<file path="src/rtl/counter_access_arbiter.sv">
// Round-robin arbiter that shares one saturating up/down counter between NREQ requesters.
// Grant is combinational, the counter strobes follow one cycle later, and the tagged response one cycle after that.

module caa_lane #(
  parameter int N = 8
) (
  input  logic         req_i,
  input  logic         at_or_above_ptr_i,
  input  logic [1:0]   op_i,
  input  logic [N-1:0] din_i,
  output logic         hi_req_o,
  output logic         inc_o,
  output logic         dec_o,
  output logic         load_o,
  output logic [N-1:0] din_o
);
  // The high half of the wrapped scan covers ptr..NREQ-1 and takes precedence over the low half.
  assign hi_req_o = req_i & at_or_above_ptr_i;
  assign inc_o    = (op_i == 2'b01);
  assign dec_o    = (op_i == 2'b10);
  assign load_o   = (op_i == 2'b11);
  assign din_o    = load_o ? din_i : '0;
endmodule

module counter_access_arbiter #(
  parameter int NREQ = 4,
  parameter int N    = 8,
  localparam int IDW = (NREQ > 1) ? $clog2(NREQ) : 1
) (
  input  logic              clk,
  input  logic              reset,
  input  logic [NREQ-1:0]   req,
  input  logic [2*NREQ-1:0] req_op,
  input  logic [N*NREQ-1:0] req_din,
  output logic [NREQ-1:0]   gnt,
  output logic              cnt_load,
  output logic              cnt_inc,
  output logic              cnt_dec,
  output logic [N-1:0]      cnt_din,
  input  logic [N-1:0]      count,
  input  logic              saturated,
  input  logic              zeroed,
  output logic              rsp_valid,
  output logic [IDW-1:0]    rsp_id,
  output logic [N-1:0]      rsp_count,
  output logic              rsp_clipped
);
  localparam int STAGES = 2;

  logic [IDW-1:0]          ptr_q, ptr_d;
  logic [NREQ-1:0]         lane_hi, lane_inc, lane_dec, lane_load;
  logic [NREQ-1:0][N-1:0]  lane_din;

  logic                    win_vld;
  logic [IDW-1:0]          win_idx;

  logic [STAGES:1]         vld_pipe_q, vld_pipe_d;
  logic                    cnt_load_q, cnt_load_d;
  logic                    cnt_inc_q, cnt_inc_d;
  logic                    cnt_dec_q, cnt_dec_d;
  logic [N-1:0]            cnt_din_q, cnt_din_d;
  logic [IDW-1:0]          s1_id_q, s1_id_d;
  logic [IDW-1:0]          rsp_id_q, rsp_id_d;
  logic                    rsp_clipped_q, rsp_clipped_d;

  for (genvar i = 0; i < NREQ; i++) begin : g_lane
    caa_lane #(.N(N)) u_lane (
      .req_i             (req[i]),
      .at_or_above_ptr_i (IDW'(i) >= ptr_q),
      .op_i              (req_op[2*i +: 2]),
      .din_i             (req_din[N*i +: N]),
      .hi_req_o          (lane_hi[i]),
      .inc_o             (lane_inc[i]),
      .dec_o             (lane_dec[i]),
      .load_o            (lane_load[i]),
      .din_o             (lane_din[i])
    );
  end

  // Wrapped scan: lowest index at/above ptr wins, otherwise lowest index overall.
  always_comb begin
    logic found;
    found   = 1'b0;
    win_idx = '0;
    for (int i = 0; i < NREQ; i++) begin
      if (!found && lane_hi[i]) begin
        found   = 1'b1;
        win_idx = IDW'(i);
      end
    end
    for (int i = 0; i < NREQ; i++) begin
      if (!found && req[i]) begin
        found   = 1'b1;
        win_idx = IDW'(i);
      end
    end
    win_vld = found & ~reset;
  end

  always_comb begin
    gnt = '0;
    if (win_vld) gnt[win_idx] = 1'b1;
  end

  always_comb begin
    ptr_d = ptr_q;
    if (win_vld) ptr_d = (win_idx == IDW'(NREQ-1)) ? '0 : win_idx + 1'b1;

    vld_pipe_d[1] = win_vld;
    vld_pipe_d[2] = vld_pipe_q[1];

    cnt_inc_d  = win_vld & lane_inc[win_idx];
    cnt_dec_d  = win_vld & lane_dec[win_idx];
    cnt_load_d = win_vld & lane_load[win_idx];
    cnt_din_d  = win_vld ? lane_din[win_idx] : '0;
    s1_id_d    = win_vld ? win_idx : s1_id_q;

    // Clip is judged against the counter state seen while the strobe is on the wire.
    rsp_id_d      = vld_pipe_q[1] ? s1_id_q : rsp_id_q;
    rsp_clipped_d = (cnt_inc_q & saturated) | (cnt_dec_q & zeroed);
  end

  always_ff @(posedge clk or posedge reset) begin
    if (reset) begin
      ptr_q         <= '0;
      vld_pipe_q    <= '0;
      cnt_load_q    <= 1'b0;
      cnt_inc_q     <= 1'b0;
      cnt_dec_q     <= 1'b0;
      cnt_din_q     <= '0;
      s1_id_q       <= '0;
      rsp_id_q      <= '0;
      rsp_clipped_q <= 1'b0;
    end else begin
      ptr_q         <= ptr_d;
      vld_pipe_q    <= vld_pipe_d;
      cnt_load_q    <= cnt_load_d;
      cnt_inc_q     <= cnt_inc_d;
      cnt_dec_q     <= cnt_dec_d;
      cnt_din_q     <= cnt_din_d;
      s1_id_q       <= s1_id_d;
      rsp_id_q      <= rsp_id_d;
      rsp_clipped_q <= rsp_clipped_d;
    end
  end

  assign cnt_load    = cnt_load_q;
  assign cnt_inc     = cnt_inc_q;
  assign cnt_dec     = cnt_dec_q;
  assign cnt_din     = cnt_din_q;
  assign rsp_valid   = vld_pipe_q[STAGES];
  assign rsp_id      = rsp_id_q;
  assign rsp_clipped = rsp_clipped_q;
  assign rsp_count   = count;
endmodule
</file>
<file path="config.mk">
export PLATFORM = sky130hd
export DESIGN_NAME = counter_access_arbiter
export DESIGN_NICKNAME = d
export VERILOG_FILES = /design/src/rtl/counter_access_arbiter.sv
export SDC_FILE = /design/constraint.sdc
export NUM_CORES = 1
export LEC_CHECK = 0
export ABC_AREA = 1
export CAP_MARGIN = 20
export CORE_MARGIN = 2
export CORE_UTILIZATION = 43
export DETAILED_ROUTE_END_ITERATION = 10
export PLACE_DENSITY = 0.79
export REMOVE_ABC_BUFFERS = 1
export SETUP_SLACK_MARGIN = 0.2
export SLEW_MARGIN = 20
export SYNTH_ARGS = -nofsm -noshare
export SYNTH_HDL_FRONTEND = slang
export SYNTH_HIERARCHICAL = 1
export SYNTH_SLANG_ARGS = --single-unit
</file>
<file path="constraint.sdc">
create_clock -name clk -period 2.6 [get_ports clk]
set_clock_uncertainty 0.2 [all_clocks]
set_input_delay 0.52 -clock clk [delete_from_list [all_inputs] [get_ports clk]]
set_output_delay 0.52 -clock clk [all_outputs]
set_load 0.02 [all_outputs]
</file>
==> out/metrics.yaml <==
status: "finished, final reports clean"
crit_arrival_ps: 1850
avgViaCountPerCell: 4.54
firstDrtPassIters: 4
ir_worst_vdd_mv: 0.277
antenna_found_initial: 0
hold_viol_final: 0
syn_inst: 297
synth_top_area_share_pct: 25.3
hp-class: "reg2reg"
finalCriticalPeriod_ps: 2570
die_area_um2: 5170
grt_pass1_vias: 1746
design_area_um2: 2820
diodes: 0
clkSlewWorstSetupHoldPaths_ps: 70
drv_cap: 0
setup_tns_ps: 0
cts_tree: "yes"
core_area_um2: 4380
start_util_pct: 45.2
pin_count: 83
drive_gt1_share_pct: 26.3
p_leak_nw: 1.46
die_w_um: 71.9
die_h_um: 71.9
end_kind: "output port"
syn_to_final_growth_pct: 42.5
vias: 1894
grt_pass1_wl_um: 7830
yosysSeqAreaShare_pct: 25.3
syn_area_um2: 1980
max_freq_mhz: 389
synth.area.top_cells: "dfrtp_1 (25%), inv_1 (17%), nand3_2 (9.1%)"
rsz0062_at_grt: "true"
crit_required_ps: 1880
drtAntennaViolNets: 0
gp_congestion: 0.881
drcViolationCount: 0
grt_use_total_pct: 18.9
p_seq_share_pct: 23.6
wire_per_inst_um: 11.5
h-tree-depth: 1
yosys_most_used_dff: "dfrtp_1"
ys_warn_count: 6
fillers: 411
combPwrFrac_pct: 65.5
overflow: 0
worstSetupPathType: "reg2out"
cts.sinks: 20
start_kind: "register"
cts_buffers: 3
swShare_pct: 44.3
clk_path_buf_depth: 2
cts_root_buf: "clkbuf_8"
cp_max_fo: 4
routed_wl_um: 4810
clock_latency_ps: 260
synth_edf_count: 0
hold_depth: 0
drv_slew: 0
power.density_nw_per_um2: 672
p_int_mw: 1.06
min_period_over_period_pct: 98.9
hold_buffers: 0
async_reset_ff_share_pct: 100
synth_top_area_cell: "dfrtp_1"
rows: 24
worst_r2r_path_depth: 11
clkPwrFrac_pct: 10.9
ys_ff_latch: 20
synth.avg_cell_area_um2: 6.67
place_area_um2: 2650
hpwl_um: 3630
finalSetupViolations: 0
fin_nets: 427
port-buffer-count: 66
grt_max_degree: 23
synth_cell_type_count: 28
drtIter0Drc: 75
switchingPower_mw: 0.842
==> flip-flops by register name (all words and copies together) (netlist names) <==
register     cells
cnt_dec          1
cnt_din          8
cnt_inc          1
cnt_load         1
ptr_q            2
rsp_clipped      1
rsp_id           2
s1_id_q          2
vld_pipe_q       2
==> routing by layer <==
metal  part of all wire (%)  track usage, %
met1                     40            23.0
met2                     54            34.5
met3                    5.1            3.80
met4                   0.94            3.98
met5                      0               0
==> synthesized netlist by cell type (all sizes together) (2+ instances only) <==
cell type  instances
a21oi             11
nand3b            12
buf               17
nand3             36
dfrtp             20
nand2             45
mux2               2
inv               94
o21ai              4
nor2              48
ha                 4
==> worst max-delay path: stages (launching register included) <==
cell and delay (ps):
dfrtp_1 430, nand2_2 80, nand2_2 50, inv_2 80, inv_1 50, nand2_1 60
nand2_1 50, nand2_1 50, nand2_1 50, nand2_2 120, nand2_8 90, inv_6 80
ha_4 120, inv_2 30, nor2_2 100, buf_6 120
==> stage by stage <==
| stage | total power [mW] | instances | worst slack, ps | hold WS, ps | util, % |
|---|---|---|---|---|---|
| after floorplan | 1.10 | 280 | -98.3 | 190 | - |
| after CTS | 1.80 | 416 | 65.4 | 258 | 62.2 |
| after global placement | 1.51 | 410 | -646 | 223 | 60.5 |
| after detailed placement | 1.55 | 410 | -727 | 241 | 60.5 |
| after global routing | 2.04 | 417 | -75.1 | 275 | 64.4 |
| final | 1.90 | 417 | 29.6 | 258 | 64.4 |
==> cell usage in the layout, fill, tap and decap left out, drive strengths merged <==
| master | count |
|---|---|
| a22o | 1 |
| inv | 94 |
| o21a | 1 |
| clkbuf | 3 |
| nand3 | 36 |
| o21ai | 4 |
| a21oi | 11 |
| buf | 22 |
| ha | 4 |
| clkdlybuf4s15 | 2 |
| or2 | 1 |
| conb | 1 |
| nand3b | 12 |
| nor2 | 48 |
| mux2 | 2 |
| dfrtp | 20 |
| nand2 | 45 |
| clkdlybuf4s50 | 58 |
==> kinds of logic after synthesis <==
logic type | Yosys count | synth area share [%]
buffers and inverters | 111 | 25.1
AO/OA/AOI/OAI | 17 | 6.51
AND/OR/NAND/NOR | 142 | 39.2
multiplexers | 2 | 1.14
adder cells (fa/ha/maj) | 4 | 2.53
flip-flops | 20 | 25.3
other | 1 | 0.189
==> worst paths after layout <==
check / start / end / slack [ps]
worst max-delay path: ptr_q[1] / gnt[0] / 30
worst min-delay path: vld_pipe_q[1] / vld_pipe_q[2] / 260
worst max register to register: ptr_q[1] / s1_id_q[0] / 540
worst min register to register: vld_pipe_q[1] / vld_pipe_q[2] / 260
max in group asynchronous: reset / cnt_din[1] / 1490
min in group asynchronous: reset / vld_pipe_q[2] / 490
==> layout make-up <==
cell class / count / area [um^2] / share of cell area (%)
multi-input combinational: 166 / 1080 / 38.3
clock buffer: 3 / 41.3 / 1.46
timing repair buffer: 82 / 773 / 27.4
sequential: 20 / 500 / 17.7
inverter: 94 / 360 / 12.8
tap: 52 / 65.1 / 2.30
==> power groups by stage <==
| stage | clock [mW] | combinational, mW | sequential [mW] |
|---|---|---|---|
| 2_1_floorplan | 0 | 0.574 | 0.528 |
| 3_3_place_gp | 0 | 1.07 | 0.445 |
| 3_5_place_dp | 0 | 1.10 | 0.448 |
| 4_1_cts | 0.206 | 1.15 | 0.442 |
| 5_1_grt | 0.219 | 1.36 | 0.458 |
| 6_report | 0.208 | 1.24 | 0.447 |
==> timing repair <==
item / in CTS / in global routing
endpoints found under the setup margin: 4 / 4
gates resized for setup: 46 / 25
buffers inserted: 3 / 1
pin swaps: 13 / 10
Power figures use the tool's default switching activity.
